===== src/rtl/regfile_write_scheduler_pkg.sv =====
// Shared types and sizes for the register-bank write scheduler.
//   AW/DW/NREG : index width, data width, register count
//   src_e      : write source identifier (also the round-robin pointer type)
//   wb_req_t   : one buffered writeback (destination + data)
package regfile_pkg;

    localparam int AW   = 5;
    localparam int DW   = 32;
    localparam int NREG = 1 << AW;

    typedef enum logic {
        SRC_MEM = 1'b0,
        SRC_ALU = 1'b1
    } src_e;

    typedef struct packed {
        logic [AW-1:0] rd;
        logic [DW-1:0] data;
    } wb_req_t;

    function automatic logic [AW:0] popcount(input logic [NREG-1:0] v);
        logic [AW:0] c;
        c = '0;
        for (int i = 0; i < NREG; i++) c = c + {{AW{1'b0}}, v[i]};
        return c;
    endfunction

endpackage


===== src/rtl/regfile_write_scheduler_if.sv =====
// Handshake / bank-side bundle of the write scheduler.
//   master : execute/memory/decode side (drives requests, sees ready/stall/bank write)
//   slave  : the scheduler itself
interface regfile_write_scheduler_if;
    import regfile_pkg::*;

    logic          alu_valid;
    logic [AW-1:0] alu_reg;
    logic [DW-1:0] alu_data;
    logic          alu_ready;
    logic          mem_valid;
    logic [AW-1:0] mem_reg;
    logic [DW-1:0] mem_data;
    logic          mem_ready;
    logic          issue_valid;
    logic [AW-1:0] issue_reg;
    logic [AW-1:0] rs_a;
    logic [AW-1:0] rs_b;
    logic          stall;
    logic          wr_en;
    logic [AW-1:0] wr_reg;
    logic [DW-1:0] wr_data;
    logic [AW:0]   pending_cnt;

    modport master (
        output alu_valid, alu_reg, alu_data, mem_valid, mem_reg, mem_data,
               issue_valid, issue_reg, rs_a, rs_b,
        input  alu_ready, mem_ready, stall, wr_en, wr_reg, wr_data, pending_cnt
    );

    modport slave (
        input  alu_valid, alu_reg, alu_data, mem_valid, mem_reg, mem_data,
               issue_valid, issue_reg, rs_a, rs_b,
        output alu_ready, mem_ready, stall, wr_en, wr_reg, wr_data, pending_cnt
    );

endinterface


===== src/rtl/regfile_write_scheduler_wb_hold_buffer.sv =====
// One-entry holding register for a single writeback source.
//   in_valid_i/in_req_i/in_ready_o : source handshake
//   grant_i                        : arbiter drains the entry this cycle
//   hold_valid_o/hold_req_o        : current entry, seen by the arbiter
// A drained entry frees the slot in the same cycle, so a streaming source
// keeps one write per grant without a bubble.
module wb_hold_buffer
    import regfile_pkg::*;
(
    input  logic    clock,
    input  logic    reset_n,
    input  logic    in_valid_i,
    input  wb_req_t in_req_i,
    output logic    in_ready_o,
    input  logic    grant_i,
    output logic    hold_valid_o,
    output wb_req_t hold_req_o
);

    logic    valid_q, valid_d;
    wb_req_t req_q, req_d;

    assign in_ready_o   = ~valid_q | grant_i;
    assign hold_valid_o = valid_q;
    assign hold_req_o   = req_q;

    always_comb begin
        valid_d = valid_q;
        req_d   = req_q;
        if (grant_i) valid_d = 1'b0;
        if (in_valid_i && in_ready_o) begin
            valid_d = 1'b1;
            req_d   = in_req_i;
        end
    end

    always_ff @(posedge clock or negedge reset_n) begin
        if (!reset_n) begin
            valid_q <= 1'b0;
            req_q   <= '0;
        end else begin
            valid_q <= valid_d;
            req_q   <= req_d;
        end
    end

endmodule


===== src/rtl/regfile_write_scheduler.sv =====
// Write-port scheduler and hazard scoreboard for the single-write-port
// register bank.
//   clock, reset_n : rising-edge clock, async active-low reset
//   bus (slave)    : ALU/MEM write requests with ready, decode issue/sources
//                    with stall, registered bank write (wr_en/wr_reg/wr_data),
//                    and the count of reserved registers.
module regfile_write_scheduler
    import regfile_pkg::*;
(
    input  logic                     clock,
    input  logic                     reset_n,
    regfile_write_scheduler_if.slave bus
);

    wb_req_t       in_req   [2];
    wb_req_t       hold_req [2];
    logic    [1:0] in_valid, in_ready, hold_v, grant;
    src_e          rr_q, rr_d, gsrc;
    logic          any_grant, commit, reserve, stall;
    wb_req_t       greq;

    logic            wr_en_q, wr_en_d;
    logic [AW-1:0]   wr_reg_q, wr_reg_d;
    logic [DW-1:0]   wr_data_q, wr_data_d;
    logic [NREG-1:0] busy_q, busy_d;
    logic [AW:0]     pending_q, pending_d;

    assign in_valid[SRC_MEM] = bus.mem_valid;
    assign in_valid[SRC_ALU] = bus.alu_valid;
    assign in_req[SRC_MEM]   = '{rd: bus.mem_reg, data: bus.mem_data};
    assign in_req[SRC_ALU]   = '{rd: bus.alu_reg, data: bus.alu_data};

    for (genvar s = 0; s < 2; s++) begin : g_buf
        wb_hold_buffer u_buf (
            .clock       (clock),
            .reset_n     (reset_n),
            .in_valid_i  (in_valid[s]),
            .in_req_i    (in_req[s]),
            .in_ready_o  (in_ready[s]),
            .grant_i     (grant[s]),
            .hold_valid_o(hold_v[s]),
            .hold_req_o  (hold_req[s])
        );
    end

    // Round robin only matters when both entries wait; a lone entry is
    // granted regardless, and every grant hands priority to the other side.
    always_comb begin
        any_grant = |hold_v;
        gsrc      = rr_q;
        if (!(hold_v[SRC_MEM] && hold_v[SRC_ALU]))
            gsrc = hold_v[SRC_MEM] ? SRC_MEM : SRC_ALU;
        grant       = '0;
        grant[gsrc] = any_grant;
        rr_d        = any_grant ? src_e'(~gsrc) : rr_q;
    end

    assign greq   = hold_req[gsrc];
    // Reg 0 writes drain the buffer but never reach the bank.
    assign commit = any_grant && (greq.rd != '0);

    assign stall = (busy_q[bus.rs_a] && bus.rs_a != '0)
                 || (busy_q[bus.rs_b] && bus.rs_b != '0)
                 || (bus.issue_valid && bus.issue_reg != '0 && busy_q[bus.issue_reg]);
    assign reserve = bus.issue_valid && !stall && bus.issue_reg != '0;

    always_comb begin
        wr_en_d   = commit;
        wr_reg_d  = commit ? greq.rd   : wr_reg_q;
        wr_data_d = commit ? greq.data : wr_data_q;
        busy_d    = busy_q;
        if (commit)  busy_d[greq.rd]       = 1'b0;
        // Applied after the clear: a new producer outranks the retiring one.
        if (reserve) busy_d[bus.issue_reg] = 1'b1;
        pending_d = popcount(busy_d);
    end

    always_ff @(posedge clock or negedge reset_n) begin
        if (!reset_n) begin
            rr_q      <= SRC_MEM;
            wr_en_q   <= 1'b0;
            wr_reg_q  <= '0;
            wr_data_q <= '0;
            busy_q    <= '0;
            pending_q <= '0;
        end else begin
            rr_q      <= rr_d;
            wr_en_q   <= wr_en_d;
            wr_reg_q  <= wr_reg_d;
            wr_data_q <= wr_data_d;
            busy_q    <= busy_d;
            pending_q <= pending_d;
        end
    end

    assign bus.mem_ready   = in_ready[SRC_MEM];
    assign bus.alu_ready   = in_ready[SRC_ALU];
    assign bus.stall       = stall;
    assign bus.wr_en       = wr_en_q;
    assign bus.wr_reg      = wr_reg_q;
    assign bus.wr_data     = wr_data_q;
    assign bus.pending_cnt = pending_q;

endmodule


===== src/flat_wrapper.sv =====
// flat-port wrapper written by rule: the top's interface ports become plain ports
module regfile_write_scheduler_flat import regfile_pkg::*;
  (clock, reset_n, bus_alu_valid, bus_alu_reg, bus_alu_data, bus_mem_valid, bus_mem_reg, bus_mem_data, bus_issue_valid, bus_issue_reg, bus_rs_a, bus_rs_b, bus_alu_ready, bus_mem_ready, bus_stall, bus_wr_en, bus_wr_reg, bus_wr_data, bus_pending_cnt);
  regfile_write_scheduler_if bus_i ();
  input  logic clock;
  input  logic reset_n;
  input wire logic [$bits(bus_i.alu_valid)-1:0] bus_alu_valid;
  input wire logic [$bits(bus_i.alu_reg)-1:0] bus_alu_reg;
  input wire logic [$bits(bus_i.alu_data)-1:0] bus_alu_data;
  input wire logic [$bits(bus_i.mem_valid)-1:0] bus_mem_valid;
  input wire logic [$bits(bus_i.mem_reg)-1:0] bus_mem_reg;
  input wire logic [$bits(bus_i.mem_data)-1:0] bus_mem_data;
  input wire logic [$bits(bus_i.issue_valid)-1:0] bus_issue_valid;
  input wire logic [$bits(bus_i.issue_reg)-1:0] bus_issue_reg;
  input wire logic [$bits(bus_i.rs_a)-1:0] bus_rs_a;
  input wire logic [$bits(bus_i.rs_b)-1:0] bus_rs_b;
  output wire logic [$bits(bus_i.alu_ready)-1:0] bus_alu_ready;
  output wire logic [$bits(bus_i.mem_ready)-1:0] bus_mem_ready;
  output wire logic [$bits(bus_i.stall)-1:0] bus_stall;
  output wire logic [$bits(bus_i.wr_en)-1:0] bus_wr_en;
  output wire logic [$bits(bus_i.wr_reg)-1:0] bus_wr_reg;
  output wire logic [$bits(bus_i.wr_data)-1:0] bus_wr_data;
  output wire logic [$bits(bus_i.pending_cnt)-1:0] bus_pending_cnt;
  assign bus_i.alu_valid = bus_alu_valid;
  assign bus_i.alu_reg = bus_alu_reg;
  assign bus_i.alu_data = bus_alu_data;
  assign bus_i.mem_valid = bus_mem_valid;
  assign bus_i.mem_reg = bus_mem_reg;
  assign bus_i.mem_data = bus_mem_data;
  assign bus_i.issue_valid = bus_issue_valid;
  assign bus_i.issue_reg = bus_issue_reg;
  assign bus_i.rs_a = bus_rs_a;
  assign bus_i.rs_b = bus_rs_b;
  assign bus_alu_ready = bus_i.alu_ready;
  assign bus_mem_ready = bus_i.mem_ready;
  assign bus_stall = bus_i.stall;
  assign bus_wr_en = bus_i.wr_en;
  assign bus_wr_reg = bus_i.wr_reg;
  assign bus_wr_data = bus_i.wr_data;
  assign bus_pending_cnt = bus_i.pending_cnt;
  regfile_write_scheduler u_core (.clock(clock), .reset_n(reset_n), .bus(bus_i));
endmodule

===== config.mk =====
export PLATFORM = sky130hd
export DESIGN_NAME = regfile_write_scheduler_flat
export DESIGN_NICKNAME = d
export VERILOG_FILES = /design/src/rtl/regfile_write_scheduler_pkg.sv /design/src/rtl/regfile_write_scheduler_if.sv /design/src/rtl/regfile_write_scheduler_wb_hold_buffer.sv /design/src/rtl/regfile_write_scheduler.sv /design/src/flat_wrapper.sv
export SDC_FILE = /design/constraint.sdc
export NUM_CORES = 1
export LEC_CHECK = 0
export ABC_AREA = 1
export CORE_MARGIN = 2
export CORE_UTILIZATION = 30
export DETAILED_ROUTE_END_ITERATION = 8
export HOLD_SLACK_MARGIN = 0.02
export SLEW_MARGIN = 20
export SYNTH_ARGS = -nofsm -noshare
export SYNTH_HDL_FRONTEND = slang
export SYNTH_SLANG_ARGS = --single-unit
export TNS_END_PERCENT = 10

===== constraint.sdc =====
create_clock -name clock -period 14.8 [get_ports clock]
set_input_delay 2.96 -clock clock [delete_from_list [all_inputs] [get_ports clock]]
set_output_delay 2.96 -clock clock [all_outputs]
set_load 0.05 [all_outputs]

==> out/metrics.yaml <==
outcome: "complete, no violations"
worst-setup-path-type: "input pin to register"
time_the_final_worst_path_needs_with_i_o_delays_and_setup_ps: 9768
net_count_synth: 1122
cts_resized: 0
synthDominantCellAreaShare_pct: 44.99
worst_path_max_delay_cell: "sky130_fd_sc_hd__clkdlybuf4s50_1"
timing.hold.worst_endpoint: "u_core.bus.wr_reg[1]"
initial_core_utilization_pct: 30.55
min_path_type: "register to register"
critical_path_arrival_ps: 10110
cts.sink_count: 153
hold_depth: 2
antenna_found_initial: 1
ff2ff_path_depth: 22
gp_congestion: 0.8995
layout.cells.most_common: "sky130_fd_sc_hd__nand2_1"
tritoncts_clock_tree: "yes"
critical_path_most_common_cell: "sky130_fd_sc_hd__fa_1"
worst_hold_startpoint: "u_core.bus.wr_reg[1]"
ios: 141
cts_setup_buffers: 0
maxSlewHeadroom_pct: 39.47
detail_route.wirelength_um: 24120
crit-reg2reg-capture: "u_core.bus.pending_cnt[4]"
synthDominantAreaCellType: "sky130_fd_sc_hd__dfrtp_1"
vias_per_cell: 4.690
worst_pin_slew_ps: 905.1
via_count: 7058
post_synth_num_cell_types: 29
max_freq_mhz: 102.4
drt_pre_antenna_iters: 6
fin_hold_ws_ps: 478.4
slew_violations: 0
layout_worst_path_cycle_share_pct: 66.00
dp_hpwl_um: 17040
cts-hold-fix-buffers: 0
worstSetupStartpointType: "input pin"
fin_nets: 1239
grt_use_total_pct: 16.89
reg2reg_slack_ps: 7310
synth_seq_cells: 153
drive_gt1_share_pct: 11.28
synth.area.top_cells: "sky130_fd_sc_hd__dfrtp_1 45%, sky130_fd_sc_hd__nand2_1 11%, sky130_fd_sc_hd__mux2_2 9.1%, sky130_fd_sc_hd__nand3_1 6.6%, sky130_fd_sc_hd__fa_1 5.6%"
area_growth_syn_to_layout_pct: 26.00
crit_family: "adder cells"
drv.max_cap_violation_count: 0
cts-htree-levels: 4
design.die.area_mm2: 0.02973
design.core.area_mm2: 0.02786
flip_flop_count_of_the_largest_register_after_layout: 74
synth.cell_area_mm2: 0.008509
totalNegativeSetupSlack_ps: 0
end_kind: "register"
critical-path-max-stage-delay_ps: 1060
yosysWarnings: 0
clock_tree.buffer_depth: 2
number_of_cell_rows: 61
final_cell_count_no_fill: 1505
drt_drc_violations_left: 0
crit_required_ps: 15140
io_buffer_count: 140
timing_hold_violations_final: 0
grt_pass1_vias: 6974
clkSlewWorstSetupHoldPaths_ps: 70
chipWidth_um: 172.4
rsz0062_at_grt: "false"
synth_sequential_area_ratio_pct: 44.99
root_buffer: "sky130_fd_sc_hd__clkbuf_16"
drtAntennaViolNets: 0
die_y_um: 172.4
final-setup-viol-count: 0
clkLatencyLatePin_ps: 430
drtIter0Drc: 570
final.setup_skew_ps: 19.05
crit-reg2reg-launch: "u_core.g_buf[1].u_buf.hold_valid_o"
cts-buffers-inserted: 17
fillers: 2823
grt-ovfl-total: 0
layout_common_cells: "246 x sky130_fd_sc_hd__nand2_1, 153 x sky130_fd_sc_hd__dfrtp_1, 139 x sky130_fd_sc_hd__clkdlybuf4s50_1"
detail_route.wl_per_cell_um: 16.02
worstPathMaxFanout: 38
post_synth_inst_count: 996
grt_max_degree: 112
post-place-cells: 1472
buf_inv_stages_crit_path: 6
syn-mean-instance-area_um2: 8.544
grt_pass1_wl_um: 38380
==> area by class of cell <==
type,instances,area [um2],area share [%]
Clock inverter,14,153.9,1.435
Inverter,121,456.7,4.260
Clock buffer,18,439.2,4.096
Timing Repair Buffer,146,1450,13.53
Multi-Input combinational cell,674,3918,36.54
Antenna cell,1,2.502,0.02334
Sequential cell,153,3829,35.71
Tap cell,378,473.0,4.411
==> synthesized netlist by cell type, drive strengths merged <==
master and count:
dfrtp 153, nor2 91, a31oi 34, inv 120, clkbuf 13, nor3 10, fa 24, xnor2 1
o21ai 53, a21oi 14, nand3 113, nand2 252, buf 35, xor2 2, clkinv 1, o211ai 3
mux2 69, ha 8
==> stage by stage <==
stage / worst slack [ps] / cell area, um2 / util (%)
detailed placement: 4605 / 10120 / 36.32
CTS: 5024 / 10710 / 38.45
floorplan: 6121 / 8509 / -
global placement: 4730 / 10120 / 36.32
global route: 4395 / 10720 / 38.49
finish: 5032 / 10720 / 38.49
==> worst max path at each step <==
stage	start	endpoint	slack [ps]	cells past startpoint
6_report	bus_issue_reg[0]	u_core.bus.pending_cnt[4]	5030	30
4_1_cts	bus_issue_reg[0]	u_core.bus.pending_cnt[4]	5020	30
3_5_place_dp	bus_issue_reg[0]	u_core.bus.pending_cnt[4]	4610	30
2_1_floorplan	bus_rs_a[0]	u_core.bus.pending_cnt[4]	6120	29
5_1_grt	bus_issue_reg[0]	u_core.bus.pending_cnt[4]	4400	30
3_3_place_gp	bus_issue_reg[0]	u_core.bus.pending_cnt[4]	4730	30
==> worst min-delay path: stages (launching register included) <==
cell,delay [ps]
sky130_fd_sc_hd__dfrtp_1,350
sky130_fd_sc_hd__nand2_1,50
sky130_fd_sc_hd__nand2_1,40
==> cell families (layout without fill, tap and decap cells) <==
family                     Yosys count  in the layout  synth area share, %
muxes                               69             69                9.131
buffers and inverters              169            299                9.058
DFF                                153            153                44.99
adders and majority gates           32             32                6.823
other                                0              1                    0
and+or+nand+nor                    466            466                22.81
AOI/OAI and AO/OA                  104            104                6.881
xor gates and xnor gates             3              3               0.3088
==> metal layers <==
| layer | GRT usage [%] | wire (um) | up-vias |
|---|---|---|---|
| met5 | 0 | 0 | - |
| met4 | 4.859 | 444 | 0 |
| met3 | 3.182 | 1390 | 19 |
| met2 | 27.79 | 11400 | 207 |
| met1 | 22.67 | 10880 | 3392 |
| li1 | - | - | 3440 |
Power is left out: the tool's default activity adds up to more than one toggle a clock period on the data nets, which glitch-free logic cannot reach.
